==> src/rtl/gated_clk_pkg.sv <==
// Shared types, constants and helpers for the gated clock divider.
package gated_clk_pkg;

  localparam int unsigned DEFAULT_CNT_W = 8;
  localparam logic DEFAULT_INIT_GATE = 1'b1;

  typedef logic [DEFAULT_CNT_W-1:0] phase_cnt_t;

  // Period in source cycles; evaluated at 32 bits so low+high never overflows.
  function automatic int unsigned calc_period(int unsigned low, int unsigned high);
    return low + high;
  endfunction

endpackage

==> src/rtl/gcd_phase_counter.sv <==
// Phase counter for the gated clock divider: wrap detection, next count and
// the pre-edge phase compare.
module gcd_phase_counter
  import gated_clk_pkg::*;
#(
  parameter int unsigned CNT_W = DEFAULT_CNT_W
) (
  input  logic             clk,
  input  logic             rst,
  input  logic             advance,
  input  logic [CNT_W-1:0] low_cycles,
  input  logic [CNT_W-1:0] high_cycles,
  output logic [CNT_W-1:0] next_cnt,
  output logic             wrap,
  output logic             preedge_raw
);

  logic [CNT_W-1:0] cnt_q;

  always_comb begin
    // The all-ones guard keeps the counter from rolling over if a runtime
    // period ever exceeds the counter range.
    wrap = (32'(cnt_q) == calc_period(32'(low_cycles), 32'(high_cycles)) - 32'd1) ||
           (cnt_q == '1);
    preedge_raw = (cnt_q == low_cycles - CNT_W'(1));
    next_cnt = cnt_q;
    if (advance) begin
      next_cnt = wrap ? '0 : cnt_q + CNT_W'(1);
    end
  end

  always_ff @(posedge clk or posedge rst) begin
    if (rst) begin
      cnt_q <= '0;
    end else begin
      cnt_q <= next_cnt;
    end
  end

endmodule

==> src/rtl/gated_clock_divider.sv <==
// Gated, divided clock producer (CLK_OUT / CLK_GATE_OUT / PREEDGE).
// Optional runtime divisor: define GATED_CLOCK_DIVIDER_RUNTIME_DIV_EN.
module gated_clock_divider
  import gated_clk_pkg::*;
#(
  parameter int unsigned CNT_W       = DEFAULT_CNT_W,
  parameter int unsigned LOW_CYCLES  = 1,
  parameter int unsigned HIGH_CYCLES = 1,
  parameter logic        INIT_GATE   = DEFAULT_INIT_GATE
) (
  input  logic             CLK,
  input  logic             RST,
  input  logic             CLK_GATE_IN,
  input  logic             SET_GATE_EN,
  input  logic             SET_GATE_VAL,
`ifdef GATED_CLOCK_DIVIDER_RUNTIME_DIV_EN
  input  logic             DIV_LD,
  input  logic [CNT_W-1:0] DIV_LOW,
  input  logic [CNT_W-1:0] DIV_HIGH,
`endif
  output logic             CLK_OUT,
  output logic             CLK_GATE_OUT,
  output logic             PREEDGE,
  output logic             GATE_PENDING
);

  localparam logic [CNT_W-1:0] LOW_INIT  = CNT_W'(LOW_CYCLES);
  localparam logic [CNT_W-1:0] HIGH_INIT = CNT_W'(HIGH_CYCLES);

  logic [CNT_W-1:0] low_cnt;
  logic [CNT_W-1:0] high_cnt;
  logic [CNT_W-1:0] next_cnt;
  logic             wrap;
  logic             preedge_raw;
  logic             apply;

  assign apply = CLK_GATE_IN & wrap;

`ifdef GATED_CLOCK_DIVIDER_RUNTIME_DIV_EN
  logic [CNT_W-1:0] low_q, high_q, low_sh_q, high_sh_q;

  function automatic logic [CNT_W-1:0] clamp_one(logic [CNT_W-1:0] v);
    return (v == '0) ? CNT_W'(1) : v;
  endfunction

  // Active counts change only at the wrap so a period in flight is never altered.
  always_ff @(posedge CLK or posedge RST) begin
    if (RST) begin
      low_q     <= LOW_INIT;
      high_q    <= HIGH_INIT;
      low_sh_q  <= LOW_INIT;
      high_sh_q <= HIGH_INIT;
    end else begin
      if (DIV_LD) begin
        low_sh_q  <= clamp_one(DIV_LOW);
        high_sh_q <= clamp_one(DIV_HIGH);
      end
      if (apply) begin
        low_q  <= low_sh_q;
        high_q <= high_sh_q;
      end
    end
  end

  assign low_cnt  = low_q;
  assign high_cnt = high_q;
`else
  assign low_cnt  = LOW_INIT;
  assign high_cnt = HIGH_INIT;
`endif

  gcd_phase_counter #(
    .CNT_W(CNT_W)
  ) u_phase_counter (
    .clk        (CLK),
    .rst        (RST),
    .advance    (CLK_GATE_IN),
    .low_cycles (low_cnt),
    .high_cycles(high_cnt),
    .next_cnt   (next_cnt),
    .wrap       (wrap),
    .preedge_raw(preedge_raw)
  );

  logic clk_out_q, clk_out_d;
  logic gate_q, next_gate;
  logic pend_val_q;
  logic pending_q;

  always_comb begin
    next_gate = gate_q;
    if (apply) begin
      next_gate = SET_GATE_EN ? SET_GATE_VAL : pend_val_q;
    end
    clk_out_d = clk_out_q;
    if (CLK_GATE_IN) begin
      clk_out_d = (next_cnt >= low_cnt) & next_gate;
    end
  end

  always_ff @(posedge CLK or posedge RST) begin
    if (RST) begin
      clk_out_q  <= 1'b0;
      gate_q     <= INIT_GATE;
      pend_val_q <= INIT_GATE;
      pending_q  <= 1'b0;
    end else begin
      clk_out_q <= clk_out_d;
      gate_q    <= next_gate;
      if (apply) begin
        pend_val_q <= next_gate;
        pending_q  <= 1'b0;
      end else if (SET_GATE_EN) begin
        pend_val_q <= SET_GATE_VAL;
        pending_q  <= (SET_GATE_VAL != gate_q);
      end
    end
  end

  assign CLK_OUT      = clk_out_q;
  assign CLK_GATE_OUT = gate_q;
  assign GATE_PENDING = pending_q;
  assign PREEDGE      = ~RST & CLK_GATE_IN & next_gate & preedge_raw;

endmodule

==> config.mk <==
export PLATFORM = sky130hd
export DESIGN_NAME = gated_clock_divider
export DESIGN_NICKNAME = d
export VERILOG_FILES = /design/src/rtl/gated_clk_pkg.sv /design/src/rtl/gcd_phase_counter.sv /design/src/rtl/gated_clock_divider.sv
export SDC_FILE = /design/constraint.sdc
export NUM_CORES = 1
export LEC_CHECK = 0
export BUFFER_PORTS_ARGS = -buffer_cell sky130_fd_sc_hd__buf_4
export CAP_MARGIN = 15
export CORE_AREA = 3 3 40 42
export CTS_CLUSTER_DIAMETER = 60
export DETAILED_ROUTE_END_ITERATION = 16
export DIE_AREA = 0 0 43 45
export PLACE_DENSITY = 0.73
export SLEW_MARGIN = 20
export SYNTH_ARGS = -nofsm -noshare
export SYNTH_HDL_FRONTEND = slang
export SYNTH_SLANG_ARGS = --single-unit
==> constraint.sdc <==
create_clock -name CLK -period 2.82 [get_ports CLK]
set_input_delay 0.141 -clock CLK [delete_from_list [all_inputs] [get_ports CLK]]
set_output_delay 0.141 -clock CLK [all_outputs]
set_load 0.1 [all_outputs]
==> summary.txt, run 1 <==
Cells and area
  • Layout cells sized above 1: 0.2472
  • Number of nets in the final layout: 98
  • Layout overhead on the synthesized area: 18.74%
  • Diode insertion count for antenna repair: 0

Critical path
  • Beginning of the worst register-to-register path: u_phase_counter.cnt_q[0]$_DFF_PP0_
  • Beginning of the critical path: u_phase_counter.cnt_q[0]$_DFF_PP0_
  • Nature of the critical path endpoint: output pin
  • CP peak stage delay: 470 ps
  • Critical Path Slowest Stage Cell: sky130_fd_sc_hd__dfrtp_1
  • Top fanout value on the critical path: 9
  • CP startpoint kind: register
  • Crit Path Class: reg -> out
  • CP Cell Sequence: ha_1 -> and3_2 -> a32oi_2 -> nor2_1 -> a2111oi_4 -> buf_4
  • Required time at the worst-slack endpoint: 2680 ps
  • Data arrival, critical path: 2490 ps

CTS
  • Longest Clk Path Bufs: 2
  • Number of gates resized after cts: 0
  • Clock Root Buffer: sky130_fd_sc_hd__clkbuf_4
  • Clock transition time at the flip-flop clock pins of the worst setup and hold paths: 80 ps
  • Setup Fix Bufs, Post-CTS: 0
  • Number of buffers inserted during clock tree synthesis: 3
  • CTS tree: yes
  • Maximum level of the CTS H-tree: 1
  • CTS Sinks: 12
  • Worst skew pair latency: 280 ps

Synth
  • Async set-reset flop share out of synthesis: 1.000
  • Count of cell types in the netlist: 30
  • Sequential element share of the synthesized area: 0.4123
  • Syn_area_per_cell: 9.538 sq um
  • Cell taking the most area after synthesis: sky130_fd_sc_hd__dfrtp_1
  • Synth top cells by count: sky130_fd_sc_hd__dfrtp_1 (10), sky130_fd_sc_hd__inv_1 (7), sky130_fd_sc_hd__nand2_1 (7)
  • Main synth FF type: sky130_fd_sc_hd__dfrtp_1
  • Netlist area before placement: 734.5 sq um
  • Synth Net Count: 85
  • Flop and latch count out of synthesis: 12
  • Yosys warns: 0
  • Number of flops mapped to enable cells by yosys: 0
  • Syn Inst Count: 77
  • Share of the synthesized area in the top cell type: 0.3407
  • Most frequent cell after synthesis: sky130_fd_sc_hd__dfrtp_1
  • Main area contributors after synthesis: sky130_fd_sc_hd__dfrtp_1 (34%), sky130_fd_sc_hd__dfstp_2 (7.2%), sky130_fd_sc_hd__ha_1 (5.1%), sky130_fd_sc_hd__inv_1 (3.6%), sky130_fd_sc_hd__nand2_1 (3.6%)

Floorplanning
  • Placeable Area: 1285 sq um
  • Floorplan die width: 43 microns
  • Number of cell rows: 13
  • Die height: 45 microns
  • Effective utilization at floorplan: 0.5716
  • Die area: 1935 sq um
  • I/O pin cnt: 9

STA
  • Tightest Pin Transition: 399.1 ps
  • Post-Route Hold Slack: 54.30 ps
  • Setup-failing EPs final: 0
  • RSZ-0062 raised after global routing: no
  • Final cycle utilization of the critical path: 0.9329
  • Post-layout minimum cycle time: 2631 ps
  • Total negative setup slack: 0 ps
  • Count of endpoints failing hold in the final timing report: 0
  • Fmax achieved: 0.3801 GHz
  • Setup clock skew after layout: 2.743 ps
  • Worst-case headroom to the max-slew limit: 0.7329
  • Max-slew violation total from the final report: 0

Flow run
  • Number of violations of the max-capacitance limit: 0

Power
  • Sequential share of power: 0.345
  • Clk network pwr share: 0.150
  • Standby leakage power: 0.0003934 uW
  • IR Drop Worst-Case VDD: 709.0 uV
  • Switching share of power: 0.5135
  • Psw: 484.1 uW
  • Power density over the cells: 1081 nW/um^2
  • Share of total power in combinational logic: 0.505
  • Internal Power: 458.7 uW

GRT
  • Total global routing overflow: 0
  • Global router's overall resource usage: 0.1939
  • Global-route wire length before repair: 2697 microns
  • Antenna violations before repair: 0
  • Pin count of the biggest net entering global routing: 19
  • Via count of the first global-routing pass: 615

Route
  • Post-route ant nets: 0
  • WL per Instance: 15.13 microns
  • Vias per cell: 5.942
  • WL final: 1573 microns
  • Iteration-0 DRC Markers: 19
  • Total DRC errors in the routed layout: 0
  • Number of search-and-repair iterations in the first detailed-routing pass: 4
  • Overall via count from detail_route: 618

Placed design
  • Count of input and output buffers: 8
  • GPL Wtd Cong: 0.8033
  • Post-DP HPWL: 1149 microns

Outcome
  • Status: finished, final reports clean

Worst hold path
  • Min-delay worst type: in -> reg
  • Start point of the worst min-delay path: SET_GATE_EN
## worst max-delay path, delay by kind of cell (launching register included)
kind	cells	cell delay (ps)
fa+ha+maj	1	300
simple gates	2	450
compound gates	2	660
flops	1	470
buf+inv	1	340
## cell families after synthesis
group,Yosys count,share of synthesized area
buffers and inverters,9,0.04601
adder cells (fa/ha/maj),3,0.05111
AND/OR/NAND/NOR,28,0.2129
multiplexers,2,0.02896
AO/OA/AOI/OAI,18,0.1891
XOR/XNOR,5,0.05964
flip-flops,12,0.4123
## per-stage QoR
stage            util  instances  power [uW]  worst slack (ps)  cell area [sq um]
2_1_floorplan       -         77       690.8             146.0              747.0
3_3_place_gp   0.6426         99       792.4             591.1              825.8
3_5_place_dp   0.6426         99       798.8             514.5              825.8
4_1_cts        0.6787        104       943.4             219.3              872.1
5_1_grt        0.6787        104        1000             52.05              872.1
6_report       0.6787        104       942.7             189.2              872.1
## registers in the layout, summed over array words and instances (netlist names)
register,flops
u_phase_counter.cnt_q,8
CLK_OUT,1
GATE_PENDING,1
CLK_GATE_OUT,1
pend_val_q,1
## final timing paths
kind | endpoint | slack [ps] | cells after the start
max | PREEDGE | 190 | 6
max in group asynchronous | CLK_GATE_OUT$_DFF_PP1_ | 2150 | 4
min reg2reg | GATE_PENDING$_DFFE_PP0P_ | 560 | 2
min in group asynchronous | u_phase_counter.cnt_q[5]$_DFF_PP0_ | 430 | 4
min | GATE_PENDING$_DFFE_PP0P_ | 50 | 2
max reg2reg | GATE_PENDING$_DFFE_PP0P_ | 970 | 5
## power groups by stage
stage                     Sequential [uW]  Combinational, uW  Clock [uW]
after detailed placement              326                473           0
final                                 325                477         141
after CTS                             323                477         143
after global routing                  338                511         152
after global placement                325                468           0
after floorplan                       464                227           0
## layout by cell type, fill, tap and decap left out, types with 2 or more instances in the layout
cell	n
sky130_fd_sc_hd__nor2_1	4
sky130_fd_sc_hd__ha_1	3
sky130_fd_sc_hd__dfstp_2	2
sky130_fd_sc_hd__nor3_2	2
sky130_fd_sc_hd__a31oi_1	3
sky130_fd_sc_hd__and3_1	2
sky130_fd_sc_hd__xor2_1	2
sky130_fd_sc_hd__a211oi_1	2
sky130_fd_sc_hd__xnor2_1	3
sky130_fd_sc_hd__o21ai_0	3
sky130_fd_sc_hd__and3_2	2
sky130_fd_sc_hd__dfrtp_1	10
sky130_fd_sc_hd__nand2_1	7
sky130_fd_sc_hd__buf_4	9
sky130_fd_sc_hd__nand3_1	5
sky130_fd_sc_hd__and4_1	2
sky130_fd_sc_hd__a21oi_1	3
sky130_fd_sc_hd__clkbuf_4	3
sky130_fd_sc_hd__inv_1	7
sky130_fd_sc_hd__nand4_1	2
## layer usage
| layer | GRT usage | wire [microns] | vias up |
|---|---|---|---|
| met2 | 0.3383 | 778 | 22 |
| met4 | 0.09036 | 25 | 0 |
| met1 | 0.2275 | 681 | 286 |
| met5 | 0 | 0 | - |
| li1 | - | - | 306 |
| met3 | 0.04382 | 89 | 4 |
## timing repair
item                       4_1_cts  5_1_grt
hold buffers                     1        0
setup endpoints to repair        0        0
hold endpoints to repair        10        0
## cell type report
class                           instances  area (sq um)
Sequential cell                        12         302.8
Multi-Input combinational cell         56         410.4
Clock buffer                            4         36.28
Inverter                                7         26.28
Tap cell                               15         18.77
Fill cell                             102         412.9
Timing Repair Buffer                   10         77.57
Note: power is estimated with default switching activity, not from simulation.
==> run 2: changes to the inputs <==
- RECOVER_POWER: unset -> 25
- SLEW_MARGIN: 20 -> unset
==> run 2 against run 1 <==
Effect of this change: clock power is essentially flat; wire length decreased by 0.13%; critical path depth did not move; largest cell class unchanged; largest power group unchanged.
==> summary.txt, run 2 (same netlist as run 1, synthesis figures left out) <==
Critical path
  • Nature of the critical path endpoint: output pin
  • Data arrival, critical path: 2490 ps (about the same)
  • CP Cell Sequence: ha_1 -> and3_2 -> a32oi_2 -> nor2_1 -> a2111oi_4 -> buf_4
  • Critical Path Slowest Stage Cell: sky130_fd_sc_hd__dfrtp_1
  • Crit Path Class: reg -> out
  • CP startpoint kind: register
  • Required time at the worst-slack endpoint: 2680 ps (about the same)
  • CP peak stage delay: 470 ps (about the same)
  • Top fanout value on the critical path: 9 (unchanged)

Power
  • Standby leakage power: 0.0003895 uW (-0.97%)
  • Switching share of power: 0.5138 (about the same)
  • IR Drop Worst-Case VDD: 709.0 uV (about the same)
  • Psw: 484.0 uW (about the same)
  • Sequential share of power: 0.345 (about the same)
  • Share of total power in combinational logic: 0.505 (about the same)
  • Clk network pwr share: 0.150 (about the same)
  • Power density over the cells: 1085 nW/um^2 (+0.34%)
  • Internal Power: 457.9 uW (-0.16%)
  • Final total power: 941.9 uW (about the same)

GRT
  • Global-route wire length before repair: 2697 microns (unchanged)
  • Total global routing overflow: 0 (unchanged)
  • Via count of the first global-routing pass: 615 (unchanged)
  • Global router's overall resource usage: 0.1939 (unchanged)
  • Antenna violations before repair: 0 (unchanged)
  • Pin count of the biggest net entering global routing: 19 (unchanged)

Cells and area
  • Diode insertion count for antenna repair: 0 (unchanged)
  • Highest-count cells in the layout ignoring fill and taps: sky130_fd_sc_hd__dfrtp_1 (10), sky130_fd_sc_hd__inv_1 (7), sky130_fd_sc_hd__nand2_1 (7), sky130_fd_sc_hd__buf_4 (7), sky130_fd_sc_hd__nand3_1 (5)
  • Final instance count without filler cells: 104 (unchanged)
  • Number of nets in the final layout: 98 (unchanged)
  • Layout cells sized above 1: 0.2360 (-0.01124)
  • Layout overhead on the synthesized area: 18.23%
  • Top register by number of flip-flops: u_phase_counter.cnt_q
  • Number of flip-flops under the largest register name: 8 (unchanged)
  • Leading cell type in the layout, fill and taps excluded: sky130_fd_sc_hd__dfrtp_1

CTS
  • Longest Clk Path Bufs: 2 (unchanged)
  • CTS Sinks: 12 (unchanged)
  • Clock Root Buffer: sky130_fd_sc_hd__clkbuf_4
  • Maximum level of the CTS H-tree: 1 (unchanged)
  • Number of gates resized after cts: 0 (unchanged)
  • Setup Fix Bufs, Post-CTS: 0 (unchanged)
  • Number of buffers inserted during clock tree synthesis: 3 (unchanged)
  • Clock transition time at the flip-flop clock pins of the worst setup and hold paths: 80 ps (about the same)
  • Hold bufs inserted after CTS: 1 (unchanged)
  • Worst skew pair latency: 280 ps (about the same)
  • CTS tree: yes

Floorplanning
  • Die height: 45 microns (unchanged)
  • Die area: 1935 sq um (unchanged)
  • I/O pin cnt: 9 (unchanged)
  • Effective utilization at floorplan: 0.5716 (unchanged)
  • Placeable Area: 1285 sq um (unchanged)
  • Floorplan die width: 43 microns (unchanged)
  • Number of cell rows: 13 (unchanged)

Placed design
  • Count of input and output buffers: 8 (unchanged)
  • Count of placed standard cells including taps: 99 (unchanged)
  • GPL Wtd Cong: 0.8033 (unchanged)
  • Post-DP HPWL: 1149 microns (unchanged)

Worst hold path
  • Min-delay worst type: in -> reg

Route
  • Overall via count from detail_route: 618 (unchanged)
  • WL final: 1571 microns (-0.13%)
  • Total DRC errors in the routed layout: 0 (unchanged)
  • Iteration-0 DRC Markers: 19 (unchanged)
  • WL per Instance: 15.11 microns (-0.13%)
  • Vias per cell: 5.942 (unchanged)
  • Number of search-and-repair iterations in the first detailed-routing pass: 4 (unchanged)
  • Post-route ant nets: 0 (unchanged)

STA
  • Setup-failing EPs final: 0 (unchanged)
  • RSZ-0062 raised after global routing: no
  • Post-layout minimum cycle time: 2631 ps (+0.2010 ps)
  • Final cycle utilization of the critical path: 0.9330 (about the same)
  • Fmax achieved: 0.3801 GHz (about the same)
  • Total negative setup slack: 0 ps (unchanged)
  • Worst-case headroom to the max-slew limit: 0.5083 (-0.2246)
  • Max-slew violation total from the final report: 0 (unchanged)
  • Tightest Pin Transition: 737.6 ps (+338.4 ps)
  • Setup clock skew after layout: 2.743 ps (-0.00002000 ps)
  • Count of endpoints failing hold in the final timing report: 0 (unchanged)

Flow run
  • Number of violations of the max-capacitance limit: 0 (unchanged)

Outcome
  • Status: finished, final reports clean
[run 2: final timing paths]
| path | slack [ps] | end | cells after the start | from |
|---|---|---|---|---|
| worst min register to register | 560 | GATE_PENDING$_DFFE_PP0P_ | 2 | GATE_PENDING$_DFFE_PP0P_ |
| worst max-delay path | 190 | PREEDGE | 6 | u_phase_counter.cnt_q[0]$_DFF_PP0_ |
| worst min-delay path | 50 | GATE_PENDING$_DFFE_PP0P_ | 2 | SET_GATE_EN |
| min in group asynchronous | 620 | u_phase_counter.cnt_q[5]$_DFF_PP0_ | 4 | RST |
| worst max register to register | 970 | GATE_PENDING$_DFFE_PP0P_ | 5 | u_phase_counter.cnt_q[0]$_DFF_PP0_ |
| max in group asynchronous | 1730 | GATE_PENDING$_DFFE_PP0P_ | 4 | RST |
[run 2: through the flow]
stage / worst slack (ps) / instance area [sq um] / hold WS [ps] / utilization
2_1_floorplan: 146.0 / 747.0 / 12.64 / -
3_3_place_gp: 591.1 / 825.8 / 145.6 / 0.6426
3_5_place_dp: 514.5 / 825.8 / 163.4 / 0.6426
4_1_cts: 219.3 / 872.1 / 46.65 / 0.6787
5_1_grt: 51.90 / 868.3 / 54.00 / 0.6758
6_report: 189.0 / 868.3 / 54.30 / 0.6758
[run 2: layer usage]
metal | wire length (microns) | track usage
met5 | 0 | 0
met2 | 776 | 0.3383
met4 | 25 | 0.09036
met3 | 89 | 0.04382
met1 | 680 | 0.2275
[run 2: critical path: cells and delay by family, from the launching register on]
kind                     cells  cell delay [ps]
AO/OA/AOI/OAI                2              660
buffers and inverters        1              340
flip-flops                   1              470
AND/OR/NAND/NOR              2              450
adder cells (fa/ha/maj)      1              300
[run 2: area by class of cell]
type | instances | area, sq um
Sequential cell | 12 | 302.8
Timing Repair Buffer | 10 | 73.82
Fill cell | 104 | 416.7
Tap cell | 15 | 18.77
Multi-Input combinational cell | 56 | 410.4
Inverter | 7 | 26.28
Clock buffer | 4 | 36.28
[run 2: power groups by stage]
stage          Combinational (uW)  Sequential (uW)  Clock [uW]
4_1_cts                       477              323         143
6_report                      476              325         141
3_3_place_gp                  468              325           0
2_1_floorplan                 227              464           0
5_1_grt                       510              338         152
3_5_place_dp                  473              326           0
